===== config.mk =====
export PLATFORM = sky130hd
export DESIGN_NAME = fp_div_operand_stage
export DESIGN_NICKNAME = d
export VERILOG_FILES = /design/src/rtl/fp_div_pkg.sv /design/src/rtl/fp_operand_classify.sv /design/src/rtl/fp_div_operand_stage.sv
export SDC_FILE = /design/constraint.sdc
export NUM_CORES = 1
export LEC_CHECK = 0
export ABC_AREA = 1
export CAP_MARGIN = 20
export CORE_UTILIZATION = 27
export CTS_CLUSTER_DIAMETER = 120
export DETAILED_ROUTE_END_ITERATION = 10
export MAX_ROUTING_LAYER = met4
export PLACE_DENSITY = 0.54
export SYNTH_ARGS = -nofsm -noshare
export SYNTH_HDL_FRONTEND = slang
export SYNTH_SLANG_ARGS = --single-unit

===== constraint.sdc =====
create_clock -name in_clk -period 1.6 [get_ports in_clk]
set_clock_uncertainty 0.15 [all_clocks]
set_input_delay 0.16 -clock in_clk [delete_from_list [all_inputs] [get_ports in_clk]]
set_output_delay 0.16 -clock in_clk [all_outputs]
set_load 0.02 [all_outputs]

===== src/rtl/fp_div_pkg.sv =====
// fp_div_pkg: shared widths, result-class codes and unpacked-operand bundle for FP_Div.
package fp_div_pkg;
   localparam int EXP_W    = 8;
   localparam int MAN_W    = 23;
   localparam int FP_W     = 1 + EXP_W + MAN_W;
   localparam int EXP_BIAS = 127;
   localparam logic [1:0] CLS_NORMAL = 2'd0;
   localparam logic [1:0] CLS_NAN    = 2'd1;
   localparam logic [1:0] CLS_INF    = 2'd2;
   localparam logic [1:0] CLS_ZERO   = 2'd3;
   typedef struct packed {
      logic [FP_W-1:0]  num_a;
      logic [FP_W-1:0]  num_b;
      logic             sign;
      logic [EXP_W-1:0] exp_a;
      logic [EXP_W-1:0] exp_b;
      logic [MAN_W:0]   man_a;
      logic [MAN_W:0]   man_b;
      logic [1:0]       cls;
      logic             dbz;
   } fp_div_op_t;
endpackage


===== src/rtl/fp_operand_classify.sv =====
// fp_operand_classify: decodes one operand's exponent/fraction into special-case flags and a 24-bit mantissa.
module fp_operand_classify #(
   parameter bit DAZ   = 1'b1,
   parameter int EXP_W = 8,
   parameter int MAN_W = 23
) (
   input  logic [EXP_W+MAN_W-1:0] num_i,
   output logic                   is_nan_o,
   output logic                   is_inf_o,
   output logic                   is_zero_o,
   output logic                   is_denorm_o,
   output logic [EXP_W-1:0]       exp_o,
   output logic [MAN_W:0]         man_o
);
   logic [EXP_W-1:0] e;
   logic [MAN_W-1:0] f;
   logic e_max, e_zero, f_zero;
   assign e      = num_i[EXP_W+MAN_W-1:MAN_W];
   assign f      = num_i[MAN_W-1:0];
   assign e_max  = &e;
   assign e_zero = ~|e;
   assign f_zero = ~|f;
   assign is_nan_o    = e_max & ~f_zero;
   assign is_inf_o    = e_max & f_zero;
   assign is_zero_o   = e_zero & f_zero;
   assign is_denorm_o = e_zero & ~f_zero;
   // Without DAZ a denormal keeps its fraction and takes the minimum biased exponent.
   assign exp_o = is_denorm_o ? (DAZ ? '0 : EXP_W'(1)) : e;
   assign man_o = (is_denorm_o & DAZ) ? '0 : {~e_zero, f};
endmodule


===== src/rtl/fp_div_operand_stage.sv =====
// fp_div_operand_stage: registered skid-buffered unpack/classify stage feeding FP_Div.
module fp_div_operand_stage
   import fp_div_pkg::*;
#(
   parameter bit DAZ   = 1'b1,
   parameter int EXP_W = fp_div_pkg::EXP_W,
   parameter int MAN_W = fp_div_pkg::MAN_W
) (
   input  logic                 in_clk,
   input  logic                 in_rst_n,
   input  logic                 in_valid,
   input  logic [EXP_W+MAN_W:0] in_numA,
   input  logic [EXP_W+MAN_W:0] in_numB,
   output logic                 out_ready,
   output logic                 out_valid,
   input  logic                 in_ready,
   output logic [EXP_W+MAN_W:0] out_numA,
   output logic [EXP_W+MAN_W:0] out_numB,
   output logic                 out_sign,
   output logic [EXP_W-1:0]     out_expA,
   output logic [EXP_W-1:0]     out_expB,
   output logic [MAN_W:0]       out_manA,
   output logic [MAN_W:0]       out_manB,
   output logic [1:0]           out_class,
   output logic                 out_dbz
);
   localparam int W = 1 + EXP_W + MAN_W;
   logic a_nan, a_inf, a_zero, a_den, b_nan, b_inf, b_zero, b_den;
   logic a_z, b_z, nan;
   logic [EXP_W-1:0] a_exp, b_exp;
   logic [MAN_W:0] a_man, b_man;
   fp_div_op_t cur, main_q, main_d, skid_q, skid_d;
   logic main_v_q, main_v_d, skid_v_q, skid_v_d;
   logic up, main_load;
   fp_operand_classify #(.DAZ(DAZ), .EXP_W(EXP_W), .MAN_W(MAN_W)) u_cls_a (
      .num_i(in_numA[W-2:0]), .is_nan_o(a_nan), .is_inf_o(a_inf), .is_zero_o(a_zero),
      .is_denorm_o(a_den), .exp_o(a_exp), .man_o(a_man)
   );
   fp_operand_classify #(.DAZ(DAZ), .EXP_W(EXP_W), .MAN_W(MAN_W)) u_cls_b (
      .num_i(in_numB[W-2:0]), .is_nan_o(b_nan), .is_inf_o(b_inf), .is_zero_o(b_zero),
      .is_denorm_o(b_den), .exp_o(b_exp), .man_o(b_man)
   );
   assign a_z = a_zero | (DAZ & a_den);
   assign b_z = b_zero | (DAZ & b_den);
   assign nan = a_nan | b_nan | (a_z & b_z) | (a_inf & b_inf);
   always_comb begin
      cur       = '0;
      cur.num_a = in_numA;
      cur.num_b = in_numB;
      cur.sign  = in_numA[W-1] ^ in_numB[W-1];
      cur.exp_a = a_exp;
      cur.exp_b = b_exp;
      cur.man_a = a_man;
      cur.man_b = b_man;
      cur.cls   = nan ? CLS_NAN : (a_inf | b_z) ? CLS_INF : (a_z | b_inf) ? CLS_ZERO : CLS_NORMAL;
      cur.dbz   = b_z & ~(a_nan | a_inf | a_z);
   end
   // out_ready depends only on skid occupancy, so in_ready never reaches it combinationally.
   assign out_ready = ~skid_v_q;
   assign up        = in_valid & out_ready;
   assign main_load = ~main_v_q | in_ready;
   always_comb begin
      main_d   = main_load ? (skid_v_q ? skid_q : (up ? cur : main_q)) : main_q;
      main_v_d = main_load ? (skid_v_q | up) : 1'b1;
      skid_d   = (~skid_v_q & up & ~main_load) ? cur : skid_q;
      skid_v_d = skid_v_q ? ~main_load : (up & ~main_load);
   end
   always_ff @(posedge in_clk) begin
      if (!in_rst_n) begin
         main_q   <= '0;
         skid_q   <= '0;
         main_v_q <= 1'b0;
         skid_v_q <= 1'b0;
      end else begin
         main_q   <= main_d;
         skid_q   <= skid_d;
         main_v_q <= main_v_d;
         skid_v_q <= skid_v_d;
      end
   end
   assign out_valid = main_v_q;
   assign out_numA  = main_q.num_a;
   assign out_numB  = main_q.num_b;
   assign out_sign  = main_q.sign;
   assign out_expA  = main_q.exp_a;
   assign out_expB  = main_q.exp_b;
   assign out_manA  = main_q.man_a;
   assign out_manB  = main_q.man_b;
   assign out_class = main_q.cls;
   assign out_dbz   = main_q.dbz;
endmodule


==> flow_metrics.py <==
metrics = {
    "drt": {
        "wl_per_cell_um": 16.2,
        "first_pass_iters": 5,
        "route.vias.total": 10200,
        "drtAntennaViolNets": 0,
        "drc_errors": 0,
        "drt-vias-per-instance": 4.75,
        "drt_iter0_markers": 519,
        "routed_wl_mm": 34.8,
    },
    "sta": {
        "finalSetupTns_ns": 0,
        "worst-slew-pin-transition_ns": 0.389,
        "rsz0062_at_grt": "true",
        "finalCritPeriodShare_pct": 97.2,
        "fin_ws_ns": 0.0440,
        "min_period_ns": 1.56,
        "fmaxAchievable_ghz": 0.643,
        "hold_viol": 0,
        "whs_ns": 0.0703,
        "setup_violations": 0,
        "slew_viol_final": 0,
        "relSlewSlack_pct": 74.1,
    },
    "placement": {
        "post-place-ws_ns": -0.536,
        "gp_congestion": 0.761,
        "dp_hpwl_mm": 22.8,
        "port_buffers": 201,
    },
    "clock_tree": {
        "cts_buffers": 31,
        "post_cts_buffers": 0,
        "htreeDepth": 1,
        "insertion_delay_ns": 0.56,
        "clock_path_buffers": 3,
        "clk_pin_slew_ns": 0.06,
        "clock-root-buffer": "clkbuf_16",
        "numClockSinks": 266,
        "cts_tree": "done",
    },
    "finish": {
        "drive_gt1_share_pct": 18.6,
        "nNetsFinal": 1676,
        "n_fill_cell": 4016,
        "area_delta_synth_final_pct": 40.5,
        "layout_common_cells": "dfxtp_1, nand2_1, o21ai_0, nor2_1, a21oi_1",
        "layout_commonest_cell": "dfxtp_1",
    },
    "setup_path": {
        "start_kind": "flop",
        "crit_type": "flop to output pin",
        "cp_max_fo": 2,
        "cp_cell_sequence": "dlygate4sd2_1",
        "critical_path.slowest_cell": "dfxtp_1",
        "cp_data_arrival_time_ns": 1.25,
        "critPathRequiredTime_ns": 1.29,
        "slowest_delay_ns": 0.35,
        "end_kind": "output pin",
        "cp_top_family": "flip-flops",
        "cp_num_buf_inv": 1,
    },
    "die": {
        "io_pins": 202,
        "die_x_um": 202,
        "die_y_um": 202,
        "num_rows": 72,
        "initial_core_util_pct": 27.6,
        "coreArea_um2": 39000,
        "die-area_um2": 40700,
    },
    "grt": {
        "grt_use_total_pct": 17.1,
        "grt_max_degree": 77,
        "grt_first_pass_wirelength_mm": 54.7,
        "grt_antenna_before_repair": 1,
        "gr-total-overflow": 0,
        "grt_pass1_vias": 9892,
    },
    "pwr": {
        "power.density_nw_per_um2": 1130,
        "leakage_nw": 6.25,
        "report.power.total_w": 0.0171,
        "ir_drop_mv": 0.816,
    },
    "worst_hold_path": {
        "hold_path_class": "input port to flop",
    },
    "synthesis": {
        "syn_area_um2": 10800,
        "ys_ff_latch": 266,
        "syn_avg_cell_area_um2": 7.89,
        "synth_nets": 1432,
        "synth_cells": 1364,
        "synthDistinctLibCells": 28,
        "ys.warnings.count": 0,
        "yosysSeqAreaShare_pct": 49.5,
    },
    "flow_run": {
        "drv_cap": 0,
    },
    "run_status": {
        "status": "finished, final reports clean",
    },
}
## area by class of cell
| type | instances | area, um2 | share of cell area [%] |
|---|---|---|---|
| Sequential cell | 266 | 5330 | 35.2 |
| Clock inverter | 15 | 181 | 1.20 |
| Antenna cell | 1 | 2.50 | 0.0165 |
| Tap cell | 518 | 648 | 4.29 |
| Timing Repair Buffer | 324 | 3200 | 21.1 |
| Inverter | 33 | 149 | 0.984 |
| Clock buffer | 41 | 873 | 5.77 |
| Multi-Input combinational cell | 952 | 4740 | 31.4 |
## path summary, 6_finish.rpt
| check | startpoint | to | slack [ns] | depth (start not counted) |
|---|---|---|---|---|
| worst max-delay path | out_numB[13] | out_numB[13] | 0.04 | 1 |
| worst min-delay path | in_numA[1] | out_numA[1] | 0.07 | 3 |
| worst max register to register | out_valid | skid_q[42] | 0.06 | 7 |
| worst min register to register | skid_q[61] | out_expA[2] | 0.31 | 2 |
## timing repair
item | in CTS | in global routing
cloned | 0 | 2
gates resized for setup | 201 | 89
hold buffers | 1 | 2
hold endpoints to repair | 126 | 8
pin swaps | 0 | 1
endpoints found under the setup margin | 275 | 174
## where the power goes
group	total, W	internal, W	leakage, nW	switching [W]
Combinational	0.00249	0.00106	3.53	0.00143
Clock	0.00732	0.00445	0.526	0.00287
Sequential	0.00727	0.00704	2.19	0.000222
Total	0.0171	0.0126	6.25	0.00452
## layer usage
metal | routed length, um | vias up | GRT usage (%)
li1 | - | 5121 | -
met1 | 16300 | 4772 | 22.7
met2 | 15200 | 272 | 25.7
met3 | 2650 | 42 | 4.81
met4 | 588 | 0 | 4.03
met5 | 0 | - | -
## flip-flops by register name, summed over array words and instances (netlist names), 2 cells and up
| signal | cells |
|---|---|
| out_expB | 8 |
| out_numA | 32 |
| out_manB | 24 |
| out_numB | 32 |
| out_class | 2 |
| skid_q | 132 |
| out_manA | 24 |
| out_expA | 8 |
## cells by family (layout without fill, tap and decap cells)
| group | count (synthesis) | after routing | share of synthesized area (%) |
|---|---|---|---|
| and+or+nand+nor | 479 | 479 | 19.4 |
| other | 0 | 1 | 0 |
| AOI/OAI and AO/OA | 472 | 472 | 24.3 |
| buffers and inverters | 146 | 413 | 6.82 |
| xor gates and xnor gates | 1 | 1 | 0.0814 |
| DFF | 266 | 266 | 49.5 |
## through the flow
stage | util (%) | instance area [um2] | std cells
after floorplan | - | 10800 | 1364
after global placement | 36.0 | 14000 | 2088
after detailed placement | 36.0 | 14000 | 2088
after CTS | 38.5 | 15000 | 2145
after global routing | 38.8 | 15100 | 2150
final | 38.8 | 15100 | 2150
## Yosys cell counts
library cell  number  area share, %
inv_1             26           0.91
nand4_1            7           0.41
buf_8              1           0.14
o21ai_1            9           0.42
nor2_1           171            6.0
nor2_2             9           0.52
nand2_2            4           0.23
buf_4              8           0.56
buf_6              8           0.84
xor2_1             1          0.081
nand3_2            4           0.37
buf_2             40            1.9
inv_2              6           0.21
nor2_4            22            2.3
a21oi_2           41            3.3
o211ai_1           1          0.070
buf_1              6           0.21
inv_4              1          0.058
o21ai_0          209            9.7
dfxtp_1          266             49
clkbuf_1          48            1.7
a31oi_1           68            4.0
nand3_1           29            1.3
nor3_1             8           0.37
a311oi_2           1           0.14
buf_12             2           0.37
nand2_1          225            7.8
a21oi_1          143            6.6
(Power assumes the default switching activity.)
